<file path="src/rtl/keypad_scanner_if.sv">
// Bundles the keypad pins and the key-code delivery register between the
// scanner (master) and the keypad/consumer side (slave).
interface keypad_scanner_if;
    // Delivery: key_valid rises with a new code in key and holds it until a
    // cycle with key_ack=1; key_ack is ignored while key_valid=0.
    logic [3:0] col;
    logic [3:0] row;
    logic [3:0] key;
    logic       key_valid;
    logic       key_ack;
    logic       key_held;
    logic       overrun;

    modport master (
        input  col, key_ack,
        output row, key, key_valid, key_held, overrun
    );

    modport slave (
        output col, key_ack,
        input  row, key, key_valid, key_held, overrun
    );
endinterface

</file>
<file path="src/rtl/keypad_scanner.sv">
// 4x4 matrix keypad scanner: one-hot row drive, 2-flop column synchronizer,
// press/release debounce and a valid/ack register for the decoded key code.
module keypad_scanner #(
    parameter int SCAN_DIV   = 16,
    parameter int DEB_CYCLES = 8
) (
    input  logic              clk,
    input  logic              rst,
    keypad_scanner_if.master  bus,
    output logic [1:0]        o_dbg_state
);
    localparam int DW = $clog2(SCAN_DIV);
    localparam int CW = $clog2(DEB_CYCLES + 1);
    localparam logic [DW-1:0] DWELL_LAST = DW'(SCAN_DIV - 1);
    localparam logic [CW-1:0] DEB_LAST   = CW'(DEB_CYCLES);

    typedef enum logic [1:0] {S_SCAN, S_DEBOUNCE, S_HELD, S_RELEASE} state_t;

    state_t        r_state;
    state_t        w_next;
    logic [3:0]    r_col_m;
    logic [3:0]    r_col_s;
    logic [DW-1:0] r_dwell;
    logic [CW-1:0] r_deb;
    logic [3:0]    r_row;
    logic [1:0]    r_row_idx;
    logic [3:0]    r_col_lat;
    logic [3:0]    r_key;
    logic          r_key_valid;
    logic          r_key_held;
    logic          r_overrun;

    logic          w_rotate;
    logic          w_latch;
    logic          w_emit;
    logic          w_deb_inc;
    logic          w_deb_clr;
    logic          w_dwell_inc;
    logic          w_dwell_clr;
    logic [1:0]    w_row_idx;
    logic [1:0]    w_col_idx;
    logic          w_load;

    always_ff @(posedge clk) begin
        if (rst) r_state <= S_SCAN;
        else     r_state <= w_next;
    end

    always_comb begin
        w_next      = r_state;
        w_rotate    = 1'b0;
        w_latch     = 1'b0;
        w_emit      = 1'b0;
        w_deb_inc   = 1'b0;
        w_deb_clr   = 1'b0;
        w_dwell_inc = 1'b0;
        w_dwell_clr = 1'b0;
        case (r_state)
            S_SCAN: begin
                if (r_dwell != DWELL_LAST) begin
                    w_dwell_inc = 1'b1;
                end else if (r_col_s == 4'b0) begin
                    w_rotate    = 1'b1;
                    w_dwell_clr = 1'b1;
                end else begin
                    w_latch   = 1'b1;
                    w_deb_clr = 1'b1;
                    w_next    = S_DEBOUNCE;
                end
            end
            S_DEBOUNCE: begin
                // A change in the latched pattern abandons the press silently.
                if (r_col_s != r_col_lat) begin
                    w_rotate    = 1'b1;
                    w_dwell_clr = 1'b1;
                    w_next      = S_SCAN;
                end else if (r_deb == DEB_LAST) begin
                    w_emit = 1'b1;
                    w_next = S_HELD;
                end else begin
                    w_deb_inc = 1'b1;
                end
            end
            S_HELD: begin
                if (r_col_s == 4'b0) begin
                    w_deb_clr = 1'b1;
                    w_next    = S_RELEASE;
                end
            end
            S_RELEASE: begin
                if (r_col_s != 4'b0) begin
                    w_next = S_HELD;
                end else if (r_deb == DEB_LAST) begin
                    w_rotate    = 1'b1;
                    w_dwell_clr = 1'b1;
                    w_next      = S_SCAN;
                end else begin
                    w_deb_inc = 1'b1;
                end
            end
            default: w_next = S_SCAN;
        endcase
    end

    // Lowest set column wins; row is one-hot so any set bit gives its index.
    always_comb begin
        w_col_idx = 2'd0;
        w_row_idx = 2'd0;
        for (int i = 3; i >= 0; i--) begin
            if (r_col_lat[i]) w_col_idx = 2'(i);
            if (r_row[i])     w_row_idx = 2'(i);
        end
        w_load = w_emit && (!r_key_valid || bus.key_ack);
    end

    always_ff @(posedge clk) begin
        if (rst) begin
            r_col_m     <= 4'b0;
            r_col_s     <= 4'b0;
            r_dwell     <= '0;
            r_deb       <= '0;
            r_row       <= 4'b0001;
            r_row_idx   <= 2'd0;
            r_col_lat   <= 4'b0;
            r_key       <= 4'b0;
            r_key_valid <= 1'b0;
            r_key_held  <= 1'b0;
            r_overrun   <= 1'b0;
        end else begin
            r_col_m <= bus.col;
            r_col_s <= r_col_m;
            if (w_dwell_clr)      r_dwell <= '0;
            else if (w_dwell_inc) r_dwell <= r_dwell + 1'b1;
            if (w_deb_clr)        r_deb <= '0;
            else if (w_deb_inc)   r_deb <= r_deb + 1'b1;
            if (w_rotate)         r_row <= {r_row[2:0], r_row[3]};
            if (w_latch) begin
                r_row_idx <= w_row_idx;
                r_col_lat <= r_col_s;
            end
            // A new emit in the ack cycle replaces the code instead of clearing valid.
            if (w_load) begin
                r_key       <= {r_row_idx, w_col_idx};
                r_key_valid <= 1'b1;
            end else if (bus.key_ack) begin
                r_key_valid <= 1'b0;
            end
            r_overrun  <= w_emit && r_key_valid && !bus.key_ack;
            r_key_held <= (w_next == S_HELD) || (w_next == S_RELEASE);
        end
    end

    always_comb begin
        bus.row       = r_row;
        bus.key       = r_key;
        bus.key_valid = r_key_valid;
        bus.key_held  = r_key_held;
        bus.overrun   = r_overrun;
        o_dbg_state   = r_state;
    end
endmodule

</file>
<file path="src/flat_wrapper.sv">
// flat-port wrapper written by rule: the top's interface ports become plain ports
module keypad_scanner_flat 
#(
    parameter int SCAN_DIV   = 16,
    parameter int DEB_CYCLES = 8
)
  (clk, rst, o_dbg_state, bus_col, bus_key_ack, bus_row, bus_key, bus_key_valid, bus_key_held, bus_overrun);
  keypad_scanner_if bus_i ();
  input  logic clk;
  input  logic rst;
  output logic [1:0] o_dbg_state;
  input wire logic [$bits(bus_i.col)-1:0] bus_col;
  input wire logic [$bits(bus_i.key_ack)-1:0] bus_key_ack;
  output wire logic [$bits(bus_i.row)-1:0] bus_row;
  output wire logic [$bits(bus_i.key)-1:0] bus_key;
  output wire logic [$bits(bus_i.key_valid)-1:0] bus_key_valid;
  output wire logic [$bits(bus_i.key_held)-1:0] bus_key_held;
  output wire logic [$bits(bus_i.overrun)-1:0] bus_overrun;
  assign bus_i.col = bus_col;
  assign bus_i.key_ack = bus_key_ack;
  assign bus_row = bus_i.row;
  assign bus_key = bus_i.key;
  assign bus_key_valid = bus_i.key_valid;
  assign bus_key_held = bus_i.key_held;
  assign bus_overrun = bus_i.overrun;
  keypad_scanner #(.SCAN_DIV(SCAN_DIV), .DEB_CYCLES(DEB_CYCLES)) u_core (.clk(clk), .rst(rst), .bus(bus_i), .o_dbg_state(o_dbg_state));
endmodule
</file>
<file path="config.mk">
export PLATFORM = sky130hd
export DESIGN_NAME = keypad_scanner_flat
export DESIGN_NICKNAME = d
export VERILOG_FILES = /design/src/rtl/keypad_scanner_if.sv /design/src/rtl/keypad_scanner.sv /design/src/flat_wrapper.sv
export SDC_FILE = /design/constraint.sdc
export NUM_CORES = 1
export LEC_CHECK = 0
export ABC_AREA = 1
export CORE_UTILIZATION = 30
export CTS_CLUSTER_SIZE = 28
export DETAILED_ROUTE_END_ITERATION = 8
export HOLD_SLACK_MARGIN = 0.03
export PLACE_DENSITY_LB_ADDON = 0.12
export SYNTH_ARGS = -nofsm -noshare
export SYNTH_HDL_FRONTEND = slang
export SYNTH_SLANG_ARGS = --single-unit
</file>
<file path="constraint.sdc">
create_clock -name clk -period 1.4 [get_ports clk]
set_input_delay 0.42 -clock clk [delete_from_list [all_inputs] [get_ports clk]]
set_output_delay 0.42 -clock clk [all_outputs]
set_load 0.05 [all_outputs]
</file>
# After elaboration in Yosys (flattened, before gate mapping)
# Index checks and enable logic that the tools add are counted.
[totals]
regBits = 35
latchBits = 0
mem_bits_rw = 0
romBits = 0
out_inout_bits = 13
word_cells = 71
memories = 0
[classes]
n_addsub = 2
mul = 0
div = 0
order_cmp = 0
n_eq_ne = 8
n_shift = 0
mux = 36
bitwise = 0
n_reduce_logical = 13
[ops]
columns = ["operator", "n"]
rows = [
  ["two-way mux 2 bit", 15],
  ["two-way mux 1 bit", 17],
  ["adder 4 x 1 -> 4 bit (second input constant)", 2],
  ["== test 2 bit (second input constant)", 4],
  ["case mux 2 bit (4 select lines)", 1],
  ["== test 4 bit (second input constant)", 1],
  ["zero test 4 bit", 1],
  ["!= test 4 bit", 1],
  ["!= test 4 bit (second input constant)", 1],
  ["case mux 1 bit (2 select lines)", 2],
  ["nonzero test 4 bit", 1],
  ["OR reduction 2 bit", 2],
  ["logical AND 1 bit", 3],
  ["case mux 1 bit (3 select lines)", 1],
  ["== test 2 x 1 -> 1 bit (second input constant)", 1],
  ["zero test 1 bit", 2],
  ["zero test 2 bit", 1],
  ["logical OR 1 bit", 2],
  ["nonzero test 2 bit", 1],
]

# Logic depth before layout (Yosys ltp)
# Gate-level depths: netlist of the first run.
[logic_depth]
depth_word = 6
ltp_mapped = 11
mapped_depth_nobuf = 11

# Worst setup path after synthesis of the first run
# No wires, ideal clock.
[synth_timing]
path_kind = "reg-to-reg"
startpoint = "reg u_core.r_state[0], in the netlist u_core.o_dbg_state[0]"
endpoint = "reg u_core.r_key[0], in the netlist u_core.bus.key[0]"
arrival_time_ns = 1.457
required_time_ns = 1.336
slack_ns = -0.122
stages_incl_launch_ff = 7
n_path_buf = 0
synth_period_minus_slack_ns = 1.522
path_cell_list = "dfxtp_1 -> inv_2 -> nor2_4 -> nand4_2 -> nor2_4 -> nor2_1 -> nor2_1"
[synth_between]
elab_chain_len = 3
[synth_rtl]
columns = ["element", "line", "source"]
rows = [
  ["start, declared", "keypad_scanner.sv:19", "state_t r_state;"],
  ["start signal, assigned", "keypad_scanner.sv:46", "else r_state <= w_next;"],
  ["== test 2 x 1 -> 1 bit", "keypad_scanner.sv:58", "case (r_state)"],
  ["two-way mux 1 bit", "keypad_scanner.sv:58", ""],
  ["logical AND 1 bit", "keypad_scanner.sv:113", "w_load = w_emit && (!r_key_valid || bus.key_ack);"],
  ["end signal, assigned", "keypad_scanner.sv:143", "r_key <= {r_row_idx, w_col_idx};"],
  ["end, declared", "keypad_scanner.sv:28", "logic [3:0] r_key;"],
]
# Every way passes these cells.
# A chain may end at the register's enable or synchronous reset.

# Worst setup path after layout of the first run
[layout_timing]
startpoint = "reg u_core.r_deb[0]"
endpoint = "reg u_core.r_state[0], in the netlist u_core.o_dbg_state[0]"
[layout_between]
elab_chain_len = 4
word_cells_on_any_way = 6
classes_between = "1 x eq/ne; 5 x mux"
[layout_rtl]
columns = ["element", "line", "source"]
rows = [
  ["start, declared", "keypad_scanner.sv:24", "logic [CW-1:0] r_deb;"],
  ["start signal, assigned", "keypad_scanner.sv:135", "else if (w_deb_inc) r_deb <= r_deb + 1'b1;"],
  ["== test 4 bit *", "keypad_scanner.sv:77, keypad_scanner.sv:93", ""],
  ["two-way mux 2 bit (on tied branches)", "keypad_scanner.sv:93, keypad_scanner.sv:77", ""],
  ["two-way mux 2 bit (on tied branches)", "keypad_scanner.sv:91, keypad_scanner.sv:73", ""],
  ["case mux 2 bit (4 select lines) *", "keypad_scanner.sv:58", ""],
]
# Mark *: on every way between the ends. The rest lies on a longest branch, timed or not.

==> results of run 1 <==
-- final timing paths --
check / to / slack, ns / start
hold / removal: u_core.r_col_s[1] / 0.40 / u_core.r_col_m[1]
setup / recovery: u_core.o_dbg_state[0] / 0.05 / u_core.r_deb[0]
setup reg to reg: u_core.o_dbg_state[0] / 0.05 / u_core.r_deb[0]
hold reg to reg: u_core.r_col_s[1] / 0.40 / u_core.r_col_m[1]
-- per-layer routing --
| layer | up-vias | routed length, µm | track usage (%) |
|---|---|---|---|
| met4 | 0 | 66 | 6.35 |
| met5 | - | 0 | 0 |
| met2 | 23 | 1570 | 19.3 |
| met1 | 623 | 1650 | 16.9 |
| met3 | 7 | 114 | 3.59 |
| li1 | 734 | - | - |
-- power groups by stage --
stage,clock network (mW),registers [mW],logic [mW]
5_1_grt,0.977,1.03,0.165
3_5_place_dp,0,1.05,0.139
4_1_cts,0.943,1.02,0.138
6_report,0.912,1.03,0.148
3_3_place_gp,0,1.05,0.137
2_1_floorplan,0,1.04,0.0848
-- flip-flops by register name, summed over array words and instances, names as in the netlist, 2 cells and up --
name and cells:
u_core.bus.key 4, u_core.bus.row 4, u_core.o_dbg_state 2, u_core.r_col_lat 4, u_core.r_col_m 4, u_core.r_col_s 4
u_core.r_deb 4, u_core.r_dwell 4, u_core.r_row_idx 2
-- cells by family (layout without fill, tap and decap cells) --
kind of cell / after synthesis / after routing / synth area share (%)
and+or+nand+nor: 104 / 104 / 35.3
xor gates and xnor gates: 3 / 3 / 1.60
DFF: 35 / 35 / 42.6
AOI/OAI and AO/OA: 24 / 24 / 9.12
adders and majority gates: 3 / 3 / 2.28
buffers and inverters: 40 / 78 / 9.19
-- tightest hold or removal path: cells and delay by family, from the launching register on --
kind | cells | cell delay [ns]
buffers and inverters | 1 | 0.04
flip-flops | 1 | 0.30
AND/OR/NAND/NOR | 1 | 0.03
-- timing repair --
| item | 4_1_cts | 5_1_grt |
|---|---|---|
| gates resized for setup | 5 | 28 |
| endpoints found under the setup margin | 1 | 27 |
| buffers inserted | 1 | 1 |
| pin swaps | 4 | 9 |
-- Yosys cell counts --
cell type  instances
o21ai_2            1
nand4_4            1
o21ai_0            4
a21oi_1           11
nand3_1           11
nand4_2            2
nand2_2            4
dfxtp_1           35
ha_1               3
clkbuf_1           1
nor2_2             1
or2_2              1
nand4_1            7
o32ai_1            2
inv_1             30
nor3_1             1
o31ai_1            2
nand2_4            2
nand3_4            1
buf_2              1
nor3_2             1
nor2_1            26
a21oi_2            1
o21ai_1            1
o211ai_1           1
xnor2_1            1
a211oi_2           1
nor2_4             8
xor2_1             2
nand2_1           36
inv_2              8
nand3_2            2
-- layout make-up --
class / count / area, µm² / share of cell area (%)
well taps: 70 / 87.6 / 3.70
clock buffers: 5 / 68.8 / 2.90
flip-flops and latches: 35 / 713 / 30.1
multi-input cells: 134 / 873 / 36.9
inverters: 38 / 145 / 6.12
clock inverters: 3 / 43.8 / 1.85
repair buffers: 32 / 438 / 18.5
==> run metrics, run 1 <==
status=completed; Sw Share=between 20 and 25%; crit-path leading delay family=simple AND/OR/NAND/NOR gates; biggest area consumer among synthesized cells=dfxtp_1; Inst Count DP=just over 300; Clk pwr share=between 40% and 50%; grt ovf=0; Tot Pwr=2.08 mW; Detailed Route Iter0 Violations=41; WP buf/inv=3; Critical Path Max Stage Delay=between 0.3 and 0.4 ns; IO Pins=20; # diodes=0; Worst Reg-to-Reg Cells=11; post-synthesis sequential area ratio=42.6%; drt drc=0; worst endpoint required time=1.59 ns; Yosys cell types=32; most frequent cells in the layout=nand2_1, dfxtp_1, inv_1, nor2_1, buf_12; Total Wirelength=3400 µm; Clock Latency Late Sink=slightly below 0.3 ns; core area=~0.0052 mm²; LEAKAGE=just over 1 nW; register share of total power=49.2%; vias in the first global route=roughly 1300; cts bufs inserted=5; IO buf count=19; worst-path fanout max=5; Hold-fix buffers, CTS=0; CP Cell Sequence=inv_2 -> ha_4 -> nand2_4 -> nor2_4 -> nor2_2 -> o21ai_2 -> inv_2 -> nand2_4 -> nand3_2 -> nand2_1 -> inv_1; syn_area_per_cell=between 7 and 8 µm²; share of the synthesized area in the top cell type=a little over two fifths; Via Count=1387; Util after Layout=between 40% and 50%; commonest non-fill, non-tap cell in the layout=nand2_1; dpl hpwl=about 2400 µm; DR vias/cell=around 4.4; Comb pwr share=7.1%; Reg clk slew, reported paths=0.08 ns; Mapped Nets=around 220; max frequency=between 700 and 800 MHz; clock sinks=35; Worst path slowest cell=dfxtp_2; WL/cell=10.7 µm; # fillers=512; mapped cell area=around 0.0016 mm²; Chip Width=76.1 µm; Initial Util=about a third; Sw Pwr=between 0.4 and 0.5 mW; RSZ-0062 raised after global routing=true; fin crit period=1.35 ns; TNS Setup=0 ns; first-pass GRT wire length=around 6000 µm; Non-Filler Instances=approximately 320; CP Data Arrival Time=1.53 ns; Hold Violations, Final=0; WHS=0.404 ns; die area=0.00579 mm²; Pre-antenna DRT Iters=4; Final #Nets=approximately 260; # setup viols final=0; Hold Path Class=reg2reg; CP Class=reg2reg; Root Driver=clkbuf_8; Crit path depth=11; Place WS=-0.0862 ns; maximum clock path buffer count=2; largest cells by area after synthesis=dfxtp_1, nand2_1, inv_1; hold depth=2; Non-Filler Cell Area, Final=~0.0024 mm²; GP Congestion=0.776; row count=26; pwr dens=around 900 mW/mm²; largest net degree at the start of global routing=15; layout cells sized above 1=between 30% and 40%; maximum VDD drop=around 0.33 mV; Relative slew margins=about four fifths; placed cell areas=~0.0022 mm²; yosys warns=0; final worst setup slack=roughly 0.054 ns; CTS tree=done; die height=approximately 76 µm; Tcrit/Tclk final=96.1%; Overall Global Routing Usage=roughly 13%; ANT nets after route=0; post-synthesis register bit count=35; Pint=roughly 1.6 mW; # H-tree levels=2; clk_skew=0.00679 ns; crit end category=flip-flop; Max-Cap Viols=0; P&R area growth vs syn=43.9%; CP Launch Type=flip-flop; Worst-Margin Slew=0.272 ns; Final Max Slew Viols=0; initial antenna violation count=0; cells after synthesis=~210
No activity file was read; power rests on OpenSTA's default activity.
==> run 2: changes to the inputs <==
==> constraint.sdc (replaced) <==
create_clock -name clk -period 1.6 [get_ports clk]
set_input_delay 0.48 -clock clk [delete_from_list [all_inputs] [get_ports clk]]
set_output_delay 0.48 -clock clk [all_outputs]
set_load 0.05 [all_outputs]
==> run metrics, run 2 (same netlist as run 1, synthesis figures left out) <==
first-pass GRT wire length=a little under 6000 µm; status=completed; WHS Endpoint=u_core.r_col_s[0]; clk_skew=0.00486 ns; reg-to-reg slack, setup=approximately 0.13 ns; Root Driver=clkbuf_8; RSZ-0062 raised after global routing=false; die area=just under 0.006 mm²; Non-Filler Cell Area, Final=roughly 0.0022 mm²; drt drc=0; register share of total power=49.0%; Reg clk slew, reported paths=~0.070 ns; hold depth=2; Max-Cap Viols=0; crit-path leading delay family=simple AND/OR/NAND/NOR gates; cts bufs inserted=5; FF-to-FF Start=u_core.r_deb[0]; Chip Width=76.1 µm; Worst Reg-to-Reg Cells=11; row count=26; DR vias/cell=roughly 4.4; Sw Pwr=0.391 mW; Clk pwr share=45.0%; met1 Use GR=between 10% and 20%; vias in the first global route=between 1000 and 1500; GR Layer Usage met2=20.2%; WP buf/inv=3; Pre-antenna DRT Iters=4; Final #Nets=250; Hold Path Class=reg2reg; pwr dens=between 800 and 900 mW/mm²; dpl hpwl=around 2500 µm; grt ovf=0; Relative slew margins=about three quarters; worst endpoint required time=1.83 ns; Worst-Margin Slew=0.346 ns; IO buf count=19; Critical Path Max Stage Delay=about 0.39 ns; CP Data Arrival Time=1.69 ns; hold wc startpoint=u_core.r_col_m[0]; Final Max Slew Viols=0; CTS tree=done; CP Cell Sequence=inv_1 -> ha_1 -> nand2_1 -> nor2_4 -> nor2_1 -> o21ai_2 -> inv_2 -> nand2_4 -> nand3_1 -> nand2_1 -> inv_1; Sw Share=21.4%; GRT Max-Usage Layer=met2; ANT nets after route=0; largest net degree at the start of global routing=15; Comb pwr share=roughly 6.0%; Pint=~1.4 mW; Via Count=1369; GP Congestion=approximately 0.77; # diodes=0; WL/cell=10.4 µm; worst r2r dst=u_core.o_dbg_state[0]; maximum clock path buffer count=2; # H-tree levels=2; Tot Pwr=between 1.5 and 2 mW; CP Launch Type=flip-flop; core area=approximately 0.0052 mm²; layout cells sized above 1=a little over a quarter; Clock Latency Late Sink=~0.28 ns; # setup viols final=0; Hold-fix buffers, CTS=0; initial antenna violation count=0; die height=76.1 µm; Detailed Route Iter0 Violations=56; Worst path slowest cell=dfxtp_1; IO Pins=20; Hold Violations, Final=0; Initial Util=a little under a third; maximum VDD drop=around 0.41 mV; worst-path fanout max=5; clock sinks=35; most frequent cells in the layout=nand2_1, dfxtp_1, inv_1, nor2_1, buf_12; max frequency=682 MHz; Overall Global Routing Usage=between 10% and 20%; CP Class=reg2reg; P&R area growth vs syn=34.7%; placed cell areas=roughly 0.0021 mm²; Total Wirelength=approximately 3200 µm; Tcrit/Tclk final=91.6%; GR met3 Demand/Resource=3.47%; postcts setup bufs=0; fin crit period=approximately 1.5 ns; crit end category=flip-flop; LEAKAGE=roughly 0.97 nW; commonest non-fill, non-tap cell in the layout=nand2_1; Util after Layout=between 40% and 50%
==> run 2: cell count changes in the layout (fill, tap and decap cells not counted), sizes merged <==
cell | before | now
clkbuf | 5 | 6
clkinv | 2 | 1
buf | 26 | 20
==> run 2: per-layer routing <==
| metal | routed length (µm) | part of all wire (%) | vias up |
|---|---|---|---|
| met3 | 140 | 4.3 | 8 |
| met1 | 1620 | 50 | 609 |
| li1 | - | - | 723 |
| met5 | 0 | 0 | - |
| met4 | 61 | 1.9 | 0 |
| met2 | 1410 | 44 | 29 |
==> run 2: layout make-up <==
cell class / instances / area (µm²)
sequential: 35 / 703
tap: 70 / 87.6
clock buffer: 6 / 82.6
clock inverter: 2 / 35.0
timing repair buffer: 26 / 373
multi-input combinational: 134 / 795
inverter: 38 / 143
fill: 540 / 2990
==> run 2: worst register-to-register path, cell delays in order, from the launching register on <==
cell	delay (ns)
dfxtp_1	0.39
inv_1	0.08
ha_1	0.19
nand2_1	0.11
nor2_4	0.07
nor2_1	0.12
o21ai_2	0.07
inv_2	0.12
nand2_4	0.08
nand3_1	0.08
nand2_1	0.05
inv_1	0.05
==> run 2: repair_timing <==
action	CTS	global route
cloned	0	0
setup endpoints to repair	1	1
hold endpoints to repair	0	0
gates resized for setup	1	1
==> run 2: how the worst max path moves through the flow <==
stage,slack [ns],from,endpoint,depth (start not counted)
2_1_floorplan,0.08,u_core.o_dbg_state[0],u_core.bus.key[0],6
3_3_place_gp,-0.02,rst,u_core.r_dwell[1],4
3_5_place_dp,-0.07,rst,u_core.r_dwell[0],4
4_1_cts,0.05,u_core.o_dbg_state[0],o_dbg_state[0],2
5_1_grt,0.009,u_core.r_deb[0],u_core.o_dbg_state[0],11
6_report,0.13,u_core.r_deb[0],u_core.o_dbg_state[0],11
==> run 2: per-stage QoR <==
stage               hold WS, ns  cells  worst slack, ns  setup TNS (ns)
finish                    0.401    311            0.134               0
global route              0.418    311          0.00947               0
CTS                       0.402    311           0.0490               0
detailed placement        0.392    303          -0.0659          -0.218
global placement          0.389    303          -0.0190         -0.0288
floorplan                 0.388    209           0.0783               0
==> run 2: power groups by stage <==
stage          clock (mW)  sequential, mW  combinational, mW
2_1_floorplan           0           0.914             0.0742
3_3_place_gp            0           0.916              0.109
3_5_place_dp            0           0.916              0.111
4_1_cts             0.855           0.895              0.111
5_1_grt             0.905           0.897              0.121
6_report            0.822           0.896              0.109
